## src/rtl/wb_arbiter_pkg.sv

```systemverilog
// Shared definitions for the write-back arbiter slice.
//   REG_W    : register index width
//   DATA_W   : register data width
//   NUM_REGS : number of architectural registers (scoreboard width)
//   wb_req_t : one pending register-file write {rd, data}
package wb_arbiter_pkg;
    localparam int REG_W    = 4;
    localparam int DATA_W   = 16;
    localparam int NUM_REGS = 16;

    typedef struct packed {
        logic [REG_W-1:0]  rd;
        logic [DATA_W-1:0] data;
    } wb_req_t;
endpackage

```

## src/rtl/wb_arbiter_if.sv

```systemverilog
// Bus bundle between decode/ALU/memory and the write-back arbiter.
//   master : producer side (ALU results, load issue/return) and consumer of
//            the register-file write port, scoreboard and error pulse
//   slave  : the arbiter itself
interface wb_arbiter_if;
    import wb_arbiter_pkg::*;

    logic                alu_valid;
    logic [REG_W-1:0]    alu_rd;
    logic [DATA_W-1:0]   alu_data;
    logic                ld_issue;
    logic [REG_W-1:0]    ld_issue_rd;
    logic                ld_valid;
    logic [REG_W-1:0]    ld_rd;
    logic [DATA_W-1:0]   ld_data;
    logic                ld_ready;
    logic [NUM_REGS-1:0] busy_mask;
    logic                RegWrite;
    logic [REG_W-1:0]    WriteReg;
    logic [DATA_W-1:0]   WriteData;
    logic                proto_err;

    modport master (
        output alu_valid, alu_rd, alu_data,
        output ld_issue, ld_issue_rd,
        output ld_valid, ld_rd, ld_data,
        input  ld_ready, busy_mask,
        input  RegWrite, WriteReg, WriteData, proto_err
    );

    modport slave (
        input  alu_valid, alu_rd, alu_data,
        input  ld_issue, ld_issue_rd,
        input  ld_valid, ld_rd, ld_data,
        output ld_ready, busy_mask,
        output RegWrite, WriteReg, WriteData, proto_err
    );
endinterface

```

## src/rtl/wb_arbiter_fifo.sv

```systemverilog
// wb_fifo: synchronous FIFO buffering returning loads.
//   clk, reset           : clock, synchronous active-high reset
//   push_i, push_data_i  : write an entry (ignored when full)
//   pop_i                : drop the head entry (ignored when empty)
//   head_o               : head entry, valid while !empty_o
//   full_o, empty_o      : occupancy flags (registered count)
//   count_o              : number of stored entries
module wb_fifo #(
    parameter int DEPTH = 4,
    parameter int W     = 8
) (
    input  logic                       clk,
    input  logic                       reset,
    input  logic                       push_i,
    input  logic [W-1:0]               push_data_i,
    input  logic                       pop_i,
    output logic [W-1:0]               head_o,
    output logic                       full_o,
    output logic                       empty_o,
    output logic [$clog2(DEPTH):0]     count_o
);
    localparam int PTR_W = $clog2(DEPTH);
    localparam int CNT_W = PTR_W + 1;

    logic [W-1:0]     mem_q [DEPTH];
    logic [PTR_W-1:0] wr_ptr_q;
    logic [PTR_W-1:0] rd_ptr_q;
    logic [CNT_W-1:0] count_q;
    logic             do_push;
    logic             do_pop;

    assign full_o  = (count_q == CNT_W'(DEPTH));
    assign empty_o = (count_q == '0);
    assign count_o = count_q;
    assign head_o  = mem_q[rd_ptr_q];
    assign do_push = push_i && !full_o;
    assign do_pop  = pop_i && !empty_o;

    // Storage is not reset; validity is tracked purely by the count.
    always_ff @(posedge clk) begin
        if (do_push) begin
            mem_q[wr_ptr_q] <= push_data_i;
        end
    end

    always_ff @(posedge clk) begin
        if (reset) begin
            wr_ptr_q <= '0;
            rd_ptr_q <= '0;
            count_q  <= '0;
        end else begin
            if (do_push) wr_ptr_q <= wr_ptr_q + PTR_W'(1);
            if (do_pop)  rd_ptr_q <= rd_ptr_q + PTR_W'(1);
            case ({do_push, do_pop})
                2'b10:   count_q <= count_q + CNT_W'(1);
                2'b01:   count_q <= count_q - CNT_W'(1);
                default: count_q <= count_q;
            endcase
        end
    end
endmodule

```

## src/rtl/wb_arbiter.sv

```systemverilog
// Write-back arbiter driving the single register-file write port.
// ALU results have strict priority; load returns wait in wb_fifo. A 16-bit
// scoreboard tracks loads issued but not yet written back.
//   clk, reset : clock, synchronous active-high reset
//   bus        : wb_arbiter_if.slave (ALU/load inputs, ld_ready, busy_mask,
//                RegWrite/WriteReg/WriteData, proto_err)
module wb_arbiter
    import wb_arbiter_pkg::*;
#(
    parameter int DEPTH = 4
) (
    input  logic          clk,
    input  logic          reset,
    wb_arbiter_if.slave   bus
);
    localparam int CNT_W = $clog2(DEPTH) + 1;

    wb_req_t             push_req;
    wb_req_t             head;
    logic                fifo_full;
    logic                fifo_empty;
    logic [CNT_W-1:0]    fifo_count;
    logic                push;
    logic                pop;

    logic                reg_write_q,  reg_write_d;
    logic [REG_W-1:0]    write_reg_q,  write_reg_d;
    logic [DATA_W-1:0]   write_data_q, write_data_d;
    logic [NUM_REGS-1:0] busy_q,       busy_d;
    logic                proto_err_q,  proto_err_d;

    assign push_req.rd   = bus.ld_rd;
    assign push_req.data = bus.ld_data;
    assign push = bus.ld_valid && !fifo_full;
    assign pop  = !bus.alu_valid && !fifo_empty;

    wb_fifo #(
        .DEPTH (DEPTH),
        .W     ($bits(wb_req_t))
    ) u_fifo (
        .clk         (clk),
        .reset       (reset),
        .push_i      (push),
        .push_data_i (push_req),
        .pop_i       (pop),
        .head_o      (head),
        .full_o      (fifo_full),
        .empty_o     (fifo_empty),
        .count_o     (fifo_count)
    );

    always_comb begin
        reg_write_d  = 1'b0;
        write_reg_d  = write_reg_q;
        write_data_d = write_data_q;
        busy_d       = busy_q;

        if (bus.alu_valid) begin
            reg_write_d  = 1'b1;
            write_reg_d  = bus.alu_rd;
            write_data_d = bus.alu_data;
        end else if (!fifo_empty) begin
            reg_write_d  = 1'b1;
            write_reg_d  = head.rd;
            write_data_d = head.data;
            busy_d[head.rd] = 1'b0;
        end

        // Set is applied after clear; issuing to an already-busy register is
        // an error and leaves the scoreboard untouched.
        if (bus.ld_issue && !busy_q[bus.ld_issue_rd]) begin
            busy_d[bus.ld_issue_rd] = 1'b1;
        end

        proto_err_d = (bus.ld_issue  && busy_q[bus.ld_issue_rd])
                   || (bus.ld_valid  && fifo_full)
                   || (bus.alu_valid && busy_q[bus.alu_rd]);
    end

    always_ff @(posedge clk) begin
        if (reset) begin
            reg_write_q  <= 1'b0;
            write_reg_q  <= '0;
            write_data_q <= '0;
            busy_q       <= '0;
            proto_err_q  <= 1'b0;
        end else begin
            reg_write_q  <= reg_write_d;
            write_reg_q  <= write_reg_d;
            write_data_q <= write_data_d;
            busy_q       <= busy_d;
            proto_err_q  <= proto_err_d;
        end
    end

    assign bus.ld_ready  = (fifo_count < CNT_W'(DEPTH));
    assign bus.busy_mask = busy_q;
    assign bus.RegWrite  = reg_write_q;
    assign bus.WriteReg  = write_reg_q;
    assign bus.WriteData = write_data_q;
    assign bus.proto_err = proto_err_q;
endmodule

```

## src/flat_wrapper.sv

```systemverilog
// flat-port wrapper written by rule: the top's interface ports become plain ports
module wb_arbiter_flat import wb_arbiter_pkg::*;
#(
    parameter int DEPTH = 4
)
  (clk, reset, bus_alu_valid, bus_alu_rd, bus_alu_data, bus_ld_issue, bus_ld_issue_rd, bus_ld_valid, bus_ld_rd, bus_ld_data, bus_ld_ready, bus_busy_mask, bus_RegWrite, bus_WriteReg, bus_WriteData, bus_proto_err);
  wb_arbiter_if bus_i ();
  input  logic clk;
  input  logic reset;
  input wire logic [$bits(bus_i.alu_valid)-1:0] bus_alu_valid;
  input wire logic [$bits(bus_i.alu_rd)-1:0] bus_alu_rd;
  input wire logic [$bits(bus_i.alu_data)-1:0] bus_alu_data;
  input wire logic [$bits(bus_i.ld_issue)-1:0] bus_ld_issue;
  input wire logic [$bits(bus_i.ld_issue_rd)-1:0] bus_ld_issue_rd;
  input wire logic [$bits(bus_i.ld_valid)-1:0] bus_ld_valid;
  input wire logic [$bits(bus_i.ld_rd)-1:0] bus_ld_rd;
  input wire logic [$bits(bus_i.ld_data)-1:0] bus_ld_data;
  output wire logic [$bits(bus_i.ld_ready)-1:0] bus_ld_ready;
  output wire logic [$bits(bus_i.busy_mask)-1:0] bus_busy_mask;
  output wire logic [$bits(bus_i.RegWrite)-1:0] bus_RegWrite;
  output wire logic [$bits(bus_i.WriteReg)-1:0] bus_WriteReg;
  output wire logic [$bits(bus_i.WriteData)-1:0] bus_WriteData;
  output wire logic [$bits(bus_i.proto_err)-1:0] bus_proto_err;
  assign bus_i.alu_valid = bus_alu_valid;
  assign bus_i.alu_rd = bus_alu_rd;
  assign bus_i.alu_data = bus_alu_data;
  assign bus_i.ld_issue = bus_ld_issue;
  assign bus_i.ld_issue_rd = bus_ld_issue_rd;
  assign bus_i.ld_valid = bus_ld_valid;
  assign bus_i.ld_rd = bus_ld_rd;
  assign bus_i.ld_data = bus_ld_data;
  assign bus_ld_ready = bus_i.ld_ready;
  assign bus_busy_mask = bus_i.busy_mask;
  assign bus_RegWrite = bus_i.RegWrite;
  assign bus_WriteReg = bus_i.WriteReg;
  assign bus_WriteData = bus_i.WriteData;
  assign bus_proto_err = bus_i.proto_err;
  wb_arbiter #(.DEPTH(DEPTH)) u_core (.clk(clk), .reset(reset), .bus(bus_i));
endmodule
```

## config.mk

```make
export PLATFORM = sky130hd
export DESIGN_NAME = wb_arbiter_flat
export DESIGN_NICKNAME = d
export VERILOG_FILES = /design/src/rtl/wb_arbiter_pkg.sv /design/src/rtl/wb_arbiter_if.sv /design/src/rtl/wb_arbiter_fifo.sv /design/src/rtl/wb_arbiter.sv /design/src/flat_wrapper.sv
export SDC_FILE = /design/constraint.sdc
export NUM_CORES = 1
export LEC_CHECK = 0
export CORE_UTILIZATION = 57
export CTS_CLUSTER_DIAMETER = 60
export DETAILED_ROUTE_END_ITERATION = 8
export PLACE_DENSITY = 0.95
export SLEW_MARGIN = 0
export SYNTH_ARGS = -nofsm -noshare
export SYNTH_HDL_FRONTEND = slang
export SYNTH_SLANG_ARGS = --single-unit
```

## constraint.sdc

```tcl
create_clock -name clk -period 4.59 [get_ports clk]
set_input_delay 0.918 -clock clk [delete_from_list [all_inputs] [get_ports clk]]
set_output_delay 0.918 -clock clk [all_outputs]
set_load 0.005 [all_outputs]
```

# == Word-level counts from Yosys, hierarchy flattened ==
# Memories as Yosys holds them, arrays and structs flattened. A register that Yosys moved wholly into a read port is not among the register bits.
# Index checks and enable logic that the tools add are counted.
# totals
regBits,45
latchBits,0
ram_bits,80
rom_bits,0
in_bits,49
output_inout_bits,39
elab_cells,66
memories,1
# mem_list
memory,depth,width,rd,rd_ports_with_merged_regs,wr,line_no,text
u_core.u_fifo.mem_q,4,20,1,1,1,wb_arbiter_fifo.sv:25,logic [W-1:0] mem_q [DEPTH];
# op_classes
addsub,4
n_mul,0
div_mod_pow,0
magnitude_cmp,6
eq_ne,4
n_shift,0
muxes,22
bitwise,3
reduce_logical,18
# ops
cell,count
16-bit two-way mux,5
16-bit bitwise AND,1
16-bit inverter,1
16-bit OR,1
"4-bit by 5-bit less-than comparator with 1-bit output, second input constant",3
1-bit logical AND,10
1-bit binary-select mux with 4-bit select,2
1-bit demux with 4-bit select,2
"4-bit by 1-bit greater-or-equal comparator with 1-bit output, second input constant",2
1-bit two-way mux,8
4-bit two-way mux,2
3-bit one-hot mux with 2 select lines,1
"2-bit by 1-bit adder with 2-bit output, second input constant",2
1-bit zero test,4
2-bit two-way mux,2
"3-bit by 1-bit adder with 3-bit output, second input constant",1
"3-bit == test, second input constant",1
3-bit zero test,1
"3-bit less-than comparator, second input constant",1
"3-bit by 1-bit subtractor with 3-bit output, second input constant",1
"2-bit by 1-bit == test with 1-bit output, second input constant",1
"2-bit == test, second input constant",1
1-bit logical OR,2
"2-bit inequality test, second input constant",1
2-bit nonzero test,1

# == Depth between registers and ports, before layout ==
# Gate-level depths: netlist of the first run.
# logic_depth
depth_word,10
depth_mapped,9
mapped_depth_nobuf,9

# == Hierarchy ==
# A second synthesis of the first run with hierarchy kept.
# hier_totals
hier_cells,392
area_unflattened_um2,5375.2
# by_module_without_submodules
module,instances,cells_each,area_each_um2,seq_area_each_um2
wb_fifo,1,158,3362.0,2582.5
wb_arbiter,1,234,2013.2,760.7

# == Worst setup path before layout of the first run ==
# OpenSTA, ideal clock, no wires.
# synth_path
path_kind,input port to flip-flop
start,in bus_ld_valid
end,reg u_core.u_fifo.count_q[2] (netlist: u_core.u_fifo.count_o[2])
setup_ns,0.070
arrival_time_ns,2.313
required_time_ns,4.520
setup_slack_ns,2.206
cell_stages,8
path_buffers,0
cell_sequence,a21boi_1 -> inv_1 -> ha_1 -> inv_1 -> fa_1 -> xor2_1 -> or3_1 -> a21oi_1
# synth_between
elab_chain_cells,4
word_cells_on_any_way,6
cone_classes,eq/ne: 2; mux: 1; reduce/logical: 3
# synth_rtl
item,line_no,text
"start, declared",flat_wrapper.sv:15,input wire logic [$bits(bus_i.ld_valid)-1:0] bus_ld_valid;
1-bit logical AND (*),wb_arbiter.sv:34,assign push = bus.ld_valid && !fifo_full;
1-bit logical AND (*),wb_arbiter_fifo.sv:36,assign do_push = push_i && !full_o;
2-bit by 1-bit == test with 1-bit output / 2-bit == test (equally long branches),wb_arbiter_fifo.sv:54,"case ({do_push, do_pop})"
3-bit one-hot mux with 2 select lines / 2-bit nonzero test (equally long branches),--,
"end signal, assigned",wb_arbiter_fifo.sv:55,2'b10: count_q <= count_q + CNT_W'(1);
"end signal, assigned",wb_arbiter_fifo.sv:56,2'b01: count_q <= count_q - CNT_W'(1);
"end signal, assigned",wb_arbiter_fifo.sv:57,default: count_q <= count_q;
"end, declared",wb_arbiter_fifo.sv:28,logic [CNT_W-1:0] count_q;
# Every way passes the cells marked *; elsewhere a longest branch is shown, timed or not.
# A chain may end at the register's enable or synchronous reset.

# == Worst setup path after layout of the first run ==
# layout_path
start,in bus_ld_valid
end,mem u_core.u_fifo.mem_q[1][2] (netlist bit) (enable)
# layout_between
elab_chain_cells,4
# layout_rtl
item,line_no,text
1-bit logical AND,wb_arbiter.sv:34,
1-bit logical AND,wb_arbiter_fifo.sv:36,
1-bit two-way mux,wb_arbiter_fifo.sv:41,if (do_push) begin
1-bit two-way mux (implied by the code),wb_arbiter_fifo.sv:42,mem_q[wr_ptr_q] <= push_data_i;
"end, declared",wb_arbiter_fifo.sv:25,
# Every way passes these cells.

==> results of run 1 <==
## logic make-up (layout without fill, tap and decap cells)
kind of cell	after synthesis	after routing	synth area share, %
buffers and inverters	34	136	2.68
xor gates and xnor gates	5	5	0.836
adders and majority gates	6	6	1.58
muxes	31	31	12.5
and+or+nand+nor	120	120	10.6
DFF	127	127	63.8
AOI/OAI and AO/OA	62	62	8.01
## worst paths after layout
| check | from | end | slack [ns] | cells past startpoint |
|---|---|---|---|---|
| worst max-delay path | bus_ld_valid | u_core.u_fifo.mem_q[1][2] | 1.84 | 3 |
| worst min-delay path | u_core.bus.WriteData[3] | u_core.bus.WriteData[3] | 0.49 | 2 |
| worst max register to register | flop | u_core.bus.busy_mask[12] | 2.11 | 4 |
| worst min register to register | u_core.bus.WriteData[3] | u_core.bus.WriteData[3] | 0.49 | 2 |
## power by group through the flow
stage | registers [mW] | logic, mW | clock network, mW
6_report | 1.46 | 0.934 | 1.31
5_1_grt | 1.47 | 1.00 | 1.36
4_1_cts | 1.46 | 0.926 | 1.31
3_5_place_dp | 1.47 | 0.885 | 0
3_3_place_gp | 1.46 | 0.853 | 0
2_1_floorplan | 1.44 | 0.580 | 0
## cell usage in the layout (no fill, tap or decap), types with 3 or more instances in the layout
master,synthesis,layout
clkinv_4,0,4
nand2_1,55,55
a311oi_1,19,19
o21ai_1,12,12
mux4_2,21,21
o21ai_0,4,4
or3_1,3,3
clkdlybuf4s50_1,0,87
nor2_1,31,31
mux4_1,5,5
clkinv_1,1,4
and2_1,4,4
a21oi_1,15,15
mux2i_1,5,5
ha_1,5,5
inv_1,12,12
bufinv_16,0,3
clkinvlp_4,0,3
nand3_1,8,8
edfxtp_1,80,80
buf_4,0,4
dfxtp_1,47,47
clkbuf_16,0,16
xor2_1,3,3
## sequential cells by signal, indices dropped and copies added, names as in the netlist, named ones only
signal	flops
u_core.u_fifo.rd_ptr_q	2
u_core.u_fifo.mem_q	80
u_core.bus.proto_err	1
u_core.u_fifo.wr_ptr_q	2
u_core.bus.RegWrite	1
u_core.bus.busy_mask	16
u_core.bus.WriteData	16
u_core.u_fifo.count_o	3
u_core.bus.WriteReg	4
## worst max-delay path, cell delays in order
cell and delay [ns]:
clkdlybuf4s50_1 0.48, a21boi_1 0.53, and2_1 0.94
## routing by layer
metal / share of wire [%] / GRT usage, % / up-vias
li1: - / - / 1648
met1: 37 / 36.7 / 1862
met2: 52 / 50.6 / 261
met3: 8.1 / 6.94 / 45
met4: 3.1 / 12.7 / 0
met5: 0 / 0 / -
## through the flow
stage	utilization [%]	power, mW
2_1_floorplan	-	2.02
3_3_place_gp	70.2	2.31
3_5_place_dp	70.2	2.35
4_1_cts	76.9	3.69
5_1_grt	76.9	3.84
6_report	76.9	3.70
## final cells by class
class                      count  share of cell area [%]
sequential                   127                    49.4
multi-input combinational    224                    26.0
timing repair buffer          91                    13.3
clock buffer                  18                    6.17
clock inverter                14                    2.48
tap                          108                    2.00
inverter                      13                   0.721
==> out/summary.txt, run 1 <==
=================================================================================
Combinational fraction of design power                                      25.2%
Number of warnings printed during yosys synthesis                               0
Type of element capturing the critical path                                  flop
Netlist area before placement                                        0.00524 sq mm
Portion of synthesized cell area occupied by the leading cell type          45.9%
CTS clock-pin slew for the worst setup and hold paths                     0.06 ns
Detailed placement HPWL                                                   8240 um
Largest net degree at the start of global routing                              45
Synthesized area divided by synthesized cell count                     13.6 sq um
Number of cells upsized or downsized after cts                                  0
CTS buffer count                                                               17
Initial standard-cell utilization of the core                               59.5%
Hold-fix buffers, CTS                                                           0
Internal Power                                                            2.59 mW
Net total in the final layout                                                 529
Worst hold-check slack                                                   0.487 ns
Row cnt                                                                        34
Clock tree from TritonCTS                                                   built
Min-delay worst type                                                 flop to flop
Switching power                                                           1.12 mW
Sum of routed wire length over all layers                                13400 um
Share of the clock period used by the worst path after layout               59.9%
Area occupied by registers                                           0.00334 sq mm
Post-synth top area cell                                                 edfxtp_1
Syn Inst Count                                                                385
Filler cell count                                                             466
Count of non-filler cells in the finished layout                              595
Number of global-route vias before repair                                    3891
Required time at the worst-slack endpoint                                 4.72 ns
Die ar.                                                              0.00957 sq mm
Slew HR                                                                     27.7%
Cell count after placement                                                    563
Least-Margin Pin Slew                                                     1.09 ns
Areal power density over the cells                                    547 mW/mm^2
Fraction of layout instances using a drive strength above 1                 11.5%
Die outline height                                                        97.8 um
Floorplan die width                                                       97.8 um
Number of pins with negative max-slew slack in the final report                 0
Violations in the final reports                                      design-rule violations
Reported leakage power                                                    2.31 nW
CTS root buffer                                                          clkbuf_8
Final hold viol count                                                           0
Starting DRT DRC Count                                                        378
Sink count of the clock tree                                                  127
Number of buffers inserted by port buffering                                   87
Final period demand of the worst path                                     2.75 ns
Register area share after synthesis                                         63.8%
First-pass GRT wire length                                               21100 um
Antenna Diode Count                                                             0
Number of top-level pins                                                       88
Synth Net Count                                                               440
Area contributors post-synth                                         edfxtp_1, dfxtp_1, mux4_2
Arrival @ worst endpoint                                                  2.88 ns
Leading post-synthesis cells by instance count                       edfxtp_1, nand2_1, dfxtp_1
Post-route DRC violation count                                                 14
Total placed instance area                                           0.00619 sq mm
Buffer levels on the longest clock path                                         2
Peak VDD IR                                                              0.379 mV
Layout Area Growth over Synthesis                                           29.3%
Post-route antenna net violation count                                          0
Main synth FF type                                                       edfxtp_1
Flip-flop and latch count after synthesis                                     127
Proportion of power drawn by flip-flops and latches                         39.4%
Via count                                                                    3816
Footprint of the multi-input gates                                   0.00176 sq mm
Result of the run                                                    finished, violations left
Via-per-instance ratio                                                       6.41
Setup_tns                                                                    0 ns
Post-CTS setup buffer count                                                     0
Initial antenna violation count                                                 0
Number of maximum-capacitance violations                                        0
Max Fanout on Critical Path                                                    20
Slack of the critical path                                                1.84 ns
Part of the total power dissipated in the clock network                     35.4%
Total global-route track usage                                              29.8%
Worst skew pair latency                                                   0.51 ns
Largest clock skew in the final design                                 0.00721 ns
Most frequent cell after synthesis                                       edfxtp_1
Worst slack, placed                                                       1.34 ns
Core area                                                            0.00881 sq mm
Count of different cell masters after synthesis                                45
Critical path type                                                   input pin to flop
Startpoint type of the worst setup path                                 input pin
Async SR Flop Fraction                                                         0%
Overall overflow remaining after global route                                   0
Setup repair after global routing missed its margin                         false
Routed wirelength normalized by instance count                            22.6 um
Final setup violation count                                                     0
Switching fraction of total power                                           30.1%
Finished layout cell area                                            0.00677 sq mm
CTS H-Tree Depth                                                                4
EDFF count, synth                                                              80
Final estimated routing congestion in global placement                      0.953
Max Clk Rate                                                            0.364 GHz
Initial DRT Pass Iterations                                                     9
=================================================================================
Power figures use the tool's default switching activity.
==> inputs of run 2 (changes only) <==
--- a/config.mk
+++ b/config.mk
@@ -5,10 +5,10 @@
 export SDC_FILE = /design/constraint.sdc
 export NUM_CORES = 1
 export LEC_CHECK = 0
-export CORE_UTILIZATION = 57
+export CORE_UTILIZATION = 48
 export CTS_CLUSTER_DIAMETER = 60
 export DETAILED_ROUTE_END_ITERATION = 8
-export PLACE_DENSITY = 0.95
+export PLACE_DENSITY = 0.87
 export SLEW_MARGIN = 0
 export SYNTH_ARGS = -nofsm -noshare
 export SYNTH_HDL_FRONTEND = slang
==> constraint.sdc (replaced) <==
create_clock -name clk -period 2.3 [get_ports clk]
set_input_delay 0.46 -clock clk [delete_from_list [all_inputs] [get_ports clk]]
set_output_delay 0.46 -clock clk [all_outputs]
set_load 0.005 [all_outputs]
==> run 2 against run 1 <==
Net effect:
- the flow now finishes without violations
- flip-flop and latch count unchanged
- die area up 18%
- setup slack worse by 1.7 ns
- hold slack worse by 0.0038 ns
- power increased by 100%
- cell area grew 3.6%
- first-iteration DRC count is 30% lower
- utilization shrank 9.8 points
==> out/summary.txt, run 2 (synthesis gave the netlist of run 1 again) <==
=====================================================================================
Max Fanout on Critical Path                                                        18
Total placed instance area                                               0.00643 sq mm
Clock tree from TritonCTS                                                       built
Initial DRT Pass Iterations                                                         5
CTS H-Tree Depth                                                                    4
CTS root buffer                                                              clkbuf_8
Number of flip-flops in the largest register                                       80
Net total in the final layout                                                     549
Number of maximum-capacitance violations                                            0
Number of top-level pins                                                           88
Required time at the worst-slack endpoint                                     2.68 ns
Die outline height                                                             106 um
Worst skew pair latency                                                       0.52 ns
Critical path type                                                       flop to flop
Floorplan die width                                                            106 um
Initial standard-cell utilization of the core                                   50.0%
Core area                                                                0.0105 sq mm
Worst Min Path Start                                                     u_core.bus.WriteData[11]
Overall overflow remaining after global route                                       0
Sum of routed wire length over all layers                                    13000 um
Reported leakage power                                                        2.44 nW
Peak VDD IR                                                                  0.639 mV
Register with the most flip-flops                                        u_core.u_fifo.mem_q
Worst slack, placed                                                         -0.273 ns
Via-per-instance ratio                                                           5.87
Number of global-route vias before repair                                        3878
Antenna Diode Count                                                                 0
Slack of the critical path                                                   0.142 ns
Startpoint type of the worst setup path                                          flop
Final hold viol count                                                               0
Final estimated routing congestion in global placement                          0.845
Post-route DRC violation count                                                      0
Share of the clock period used by the worst path after layout                   93.8%
Arrival @ worst endpoint                                                      2.54 ns
Result of the run                                                        finished clean
Initial antenna violation count                                                     0
Via count                                                                        3775
Final setup violation count                                                         0
Number of pins with negative max-slew slack in the final report                     0
Detailed placement HPWL                                                       8220 um
Areal power density over the cells                                       1060 mW/mm^2
Setup_tns                                                                        0 ns
Buffer levels on the longest clock path                                             2
Setup repair after global routing missed its margin                             false
Type of element capturing the critical path                                      flop
Number of cells upsized or downsized after cts                                      0
Least-Margin Pin Slew                                                        0.608 ns
Total global-route track usage                                                  24.8%
Row cnt                                                                            37
Most frequent standard cell in the layout excluding fill and tap cells   clkdlybuf4s50_1
Layout Area Growth over Synthesis                                               34.0%
Min-delay worst type                                                     flop to flop
Largest clock skew in the final design                                     0.00877 ns
Max Clk Rate                                                                0.463 GHz
Finished layout cell area                                                0.00702 sq mm
Die ar.                                                                  0.0113 sq mm
Post-CTS setup buffer count                                                         0
CTS buffer count                                                                   17
Routed wirelength normalized by instance count                                20.2 um
Largest net degree at the start of global routing                                  44
Sink count of the clock tree                                                      127
Final period demand of the worst path                                         2.16 ns
Post-route antenna net violation count                                              0
Hold-fix buffers, CTS                                                               0
Number of buffers inserted by port buffering                                       87
First-pass GRT wire length                                                   20600 um
CTS clock-pin slew for the worst setup and hold paths                         0.06 ns
Slew HR                                                                         59.5%
Commonest non-fill, non-tap cells in the layout                          clkdlybuf4s50_1, edfxtp_1, nand2_1
Fraction of layout instances using a drive strength above 1                     15.4%
Starting DRT DRC Count                                                            263
=====================================================================================
==> run 2: cell types whose count changed in the layout (fill, tap and decap cells not counted) <==
cell	delta
buf_12	+5
buf_4	+15
clkbuf_1	-1
clkinv_1	-1
clkinv_2	+4
clkinv_4	-1
clkinvlp_4	-2
inv_6	+1
==> run 2: worst paths after layout <==
check | to | slack (ns) | depth (start not counted)
max reg2reg | u_core.bus.busy_mask[3] | 0.14 | 5
max | u_core.bus.busy_mask[3] | 0.14 | 5
min reg2reg | u_core.bus.WriteData[11] | 0.48 | 2
min | u_core.bus.WriteData[11] | 0.48 | 2
==> run 2: layout make-up <==
type	count	area [sq um]
clock buffers	17	414
clock inverters	15	169
fillers	731	3450
inverters	13	48.8
multi-input cells	224	1760
flip-flops and latches	127	3340
well taps	136	170
repair buffers	111	1110
==> run 2: power by group <==
group          switching (mW)  internal [mW]  total [mW]  leakage, nW
Sequential              0.155           2.72        2.88         1.12
Combinational            1.06          0.870        1.93         1.03
Clock                   0.985           1.64        2.63        0.287
Total                    2.20           5.24        7.44         2.44
==> run 2: routing by layer <==
layer	wire (um)	part of all wire [%]	global-route usage, %
met1	4910	38	29.4
met2	6620	51	42.6
met3	1080	8.3	5.76
met4	365	2.8	11.7
met5	0	0	0
==> run 2: through the flow <==
| stage | std cells | total power, mW | hold WS (ns) | utilization, % |
|---|---|---|---|---|
| 4_1_cts | 643 | 7.47 | 0.485 | 67.1 |
| 3_3_place_gp | 611 | 4.74 | 0.468 | 61.5 |
| 6_report | 643 | 7.44 | 0.483 | 67.1 |
| 2_1_floorplan | 385 | 4.03 | 0.471 | - |
| 3_5_place_dp | 611 | 4.83 | 0.477 | 61.5 |
| 5_1_grt | 643 | 7.77 | 0.505 | 67.1 |
==> run 2: critical path: stages (launching register included) <==
cell     delay [ns]
dfxtp_1        0.41
buf_4          0.38
mux4_2         0.64
or2_1          0.31
o21ai_0        0.18
a21oi_1        0.09
==> inputs of run 3 (changes only) <==
--- a/config.mk
+++ b/config.mk
@@ -5,10 +5,12 @@
 export SDC_FILE = /design/constraint.sdc
 export NUM_CORES = 1
 export LEC_CHECK = 0
+export ABC_AREA = 1
+export CORE_MARGIN = 3
 export CORE_UTILIZATION = 48
 export CTS_CLUSTER_DIAMETER = 60
 export DETAILED_ROUTE_END_ITERATION = 8
-export PLACE_DENSITY = 0.87
+export PLACE_DENSITY = 0.8
 export SLEW_MARGIN = 0
 export SYNTH_ARGS = -nofsm -noshare
 export SYNTH_HDL_FRONTEND = slang
==> run 3 against run 2 <==
Net effect:
- cell count grew 30%
- die area grew 15%
- first-iteration DRC count grew 71%
- critical path type unchanged
- critical endpoint is now u_core.bus.busy_mask[8]
- power shrank 1.7%
- sequential share of layout area shrank 1.9 points
- critical path depth grew 2
- largest power group unchanged
- cell area grew 4.0%
- synthesized area grew 7.1%
- synthesized cell count grew 52%
- via count grew 23%
- clock skew shrank 0.0017 ns
- flip-flop and latch count is the same
==> out/summary.txt, run 3 <==
=====================================================================================
Initial standard-cell utilization of the core                                   50.4%
Final period demand of the worst path                                         1.99 ns
Leading post-synthesis cells by instance count                           nand2_1, edfxtp_1, nor2_1
Net total in the final layout                                                     739
First-pass GRT wire length                                                   22500 um
Worst skew pair latency                                                       0.41 ns
Worst setup path endpoint                                                u_core.bus.busy_mask[8]
Final estimated routing congestion in global placement                          0.905
CTS H-Tree Depth                                                                    4
Final setup violation count                                                         0
Most frequent cell after synthesis                                            nand2_1
Floorplan die width                                                            114 um
Buffer levels on the longest clock path                                             2
Die ar.                                                                  0.0130 sq mm
Reg2reg setup slack                                                           0.31 ns
Part of the total power dissipated in the clock network                         36.3%
Row cnt                                                                            38
Area contributors post-synth                                             edfxtp_1, dfxtp_1, nand2_1
CTS root buffer                                                             clkbuf_16
Die outline height                                                             114 um
Type of element capturing the critical path                                      flop
Post-route DRC violation count                                                      0
Sum of routed wire length over all layers                                    14100 um
Initial DRT Pass Iterations                                                         6
Register with the most flip-flops                                        u_core.u_fifo.mem_q
Sink count of the clock tree                                                      127
Max Clk Rate                                                                0.503 GHz
Critical path type                                                       flop to flop
Fraction of layout instances using a drive strength above 1                     13.8%
Commonest non-fill, non-tap cells in the layout                          nand2_1, clkdlybuf4s50_1, edfxtp_1
Initial antenna violation count                                                     0
Antenna Diode Count                                                                 0
Main synth FF type                                                           edfxtp_1
Reg-to-reg endpoint                                                      u_core.bus.busy_mask[8]
Synth Net Count                                                                   639
Total global-route track usage                                                  21.9%
Number of buffers inserted by port buffering                                       87
EDFF count, synth                                                                  80
Overall overflow remaining after global route                                       0
Via count                                                                        4655
Number of warnings printed during yosys synthesis                                   0
Largest net degree at the start of global routing                                  34
Critical-path cell with the highest stage delay                               dfxtp_1
Combinational fraction of design power                                          24.1%
Share of the clock period used by the worst path after layout                   86.5%
Min-delay worst type                                                     flop to flop
Setup_tns                                                                        0 ns
Least-Margin Pin Slew                                                        0.655 ns
Peak VDD IR                                                                  0.802 mV
Count of buffering cells on the critical path with inverters included               1
Worst slack, placed                                                         0.0435 ns
Hold-fix buffers, CTS                                                               0
Detailed placement HPWL                                                       9390 um
Number of global-route vias before repair                                        4520
Routed wirelength normalized by instance count                                16.8 um
Switching fraction of total power                                               31.7%
Startpoint type of the worst setup path                                          flop
Setup repair after global routing missed its margin                             false
Proportion of power drawn by flip-flops and latches                             39.6%
Slack of the critical path                                                   0.312 ns
Number of flip-flops in the largest register                                       80
Slew HR                                                                         56.3%
Number of maximum-capacitance violations                                            0
Number of cells upsized or downsized after cts                                      0
Post-route antenna net violation count                                              0
Required time at the worst-slack endpoint                                     2.60 ns
CP peak stage delay                                                           0.64 ns
Max Fanout on Critical Path                                                        18
Arrival @ worst endpoint                                                      2.29 ns
Clock tree from TritonCTS                                                       built
Synthesized area divided by synthesized cell count                         9.61 sq um
Switching power                                                               2.31 mW
CTS clock-pin slew for the worst setup and hold paths                         0.06 ns
Flip-flop and latch count after synthesis                                         127
Reported leakage power                                                        2.72 nW
Cell family contributing the most delay on the critical path               flip-flops
Register-to-Register Path Depth                                                     7
Crit. path cell count                                                               7
Async SR Flop Fraction                                                             0%
Largest clock skew in the final design                                     0.00705 ns
Result of the run                                                        finished clean
Register area share after synthesis                                             59.6%
Number of top-level pins                                                           88
Areal power density over the cells                                       1000 mW/mm^2
Starting DRT DRC Count                                                            450
Most frequent standard cell in the layout excluding fill and tap cells        nand2_1
Core area                                                                0.0111 sq mm
Number of pins with negative max-slew slack in the final report                     0
Netlist area before placement                                            0.00561 sq mm
Portion of synthesized cell area occupied by the leading cell type              42.8%
Post-synth top area cell                                                     edfxtp_1
Syn Inst Count                                                                    584
Internal Power                                                                5.00 mW
Count of different cell masters after synthesis                                    30
Via-per-instance ratio                                                           5.56
Layout Area Growth over Synthesis                                               30.1%
Final hold viol count                                                               0
Cells along the critical path                                            inv_2, nand2_1, nand3_1, nand2_1, nand3_1, o21ai_0, a21oi_2
CTS buffer count                                                                   17
Post-CTS setup buffer count                                                         0
=====================================================================================
## run 3: routing by layer
metal	vias up	track usage (%)	wire (um)
met5	-	0	0
met2	242	34.6	6700
met3	28	5.87	1350
met1	2175	29.5	5790
li1	2210	-	-
met4	0	7.52	255
## run 3: power groups by stage
| stage | Combinational (mW) | Sequential (mW) | Clock (mW) |
|---|---|---|---|
| final | 1.76 | 2.89 | 2.65 |
| after global routing | 1.93 | 2.92 | 2.79 |
| after global placement | 1.69 | 2.92 | 0 |
| after floorplan | 0.969 | 2.89 | 0 |
| after detailed placement | 1.73 | 2.94 | 0 |
| after CTS | 1.76 | 2.89 | 2.68 |
## run 3: layout make-up
cell class,count,area (sq um)
Clock buffer,17,425
Sequential cell,127,3340
Tap cell,140,175
Multi-Input combinational cell,381,1920
Timing Repair Buffer,108,1090
Inverter,49,184
Fill cell,838,3820
Clock inverter,15,163
## run 3: per-stage QoR
stage          power [mW]  utilization (%)  std cells  hold WS (ns)  instance area (sq um)
5_1_grt              7.64             65.6        837         0.531                   7300
2_1_floorplan        3.86                -        584         0.469                   5610
6_report             7.31             65.6        837         0.512                   7300
3_5_place_dp         4.66             60.3        805         0.492                   6710
3_3_place_gp         4.62             60.3        805         0.488                   6710
4_1_cts              7.33             65.6        837         0.502                   7300
## run 3: worst min path at each step
stage / from / cells past startpoint / end
after floorplan: u_core.bus.WriteReg[0] / 2 / u_core.bus.WriteReg[0]
after global placement: u_core.u_fifo.rd_ptr_q[0] / 2 / u_core.u_fifo.rd_ptr_q[0]
after detailed placement: u_core.u_fifo.count_o[2] / 2 / u_core.u_fifo.count_o[2]
after CTS: u_core.u_fifo.count_o[2] / 2 / u_core.u_fifo.count_o[2]
after global routing: u_core.u_fifo.count_o[2] / 2 / u_core.u_fifo.count_o[2]
final: u_core.u_fifo.count_o[2] / 2 / u_core.u_fifo.count_o[2]
## run 3: worst min-delay path, stage by stage (launching register included)
cell	delay (ns)
dfxtp_1	0.33
inv_2	0.08
a21oi_1	0.06
## run 3: cells by family after synthesis
kind of cell | count (synthesis) | synth area share, %
simple gates | 235 | 18.7
buf+inv | 76 | 6.20
flops | 127 | 59.6
fa+ha+maj | 6 | 1.47
compound gates | 140 | 14.1
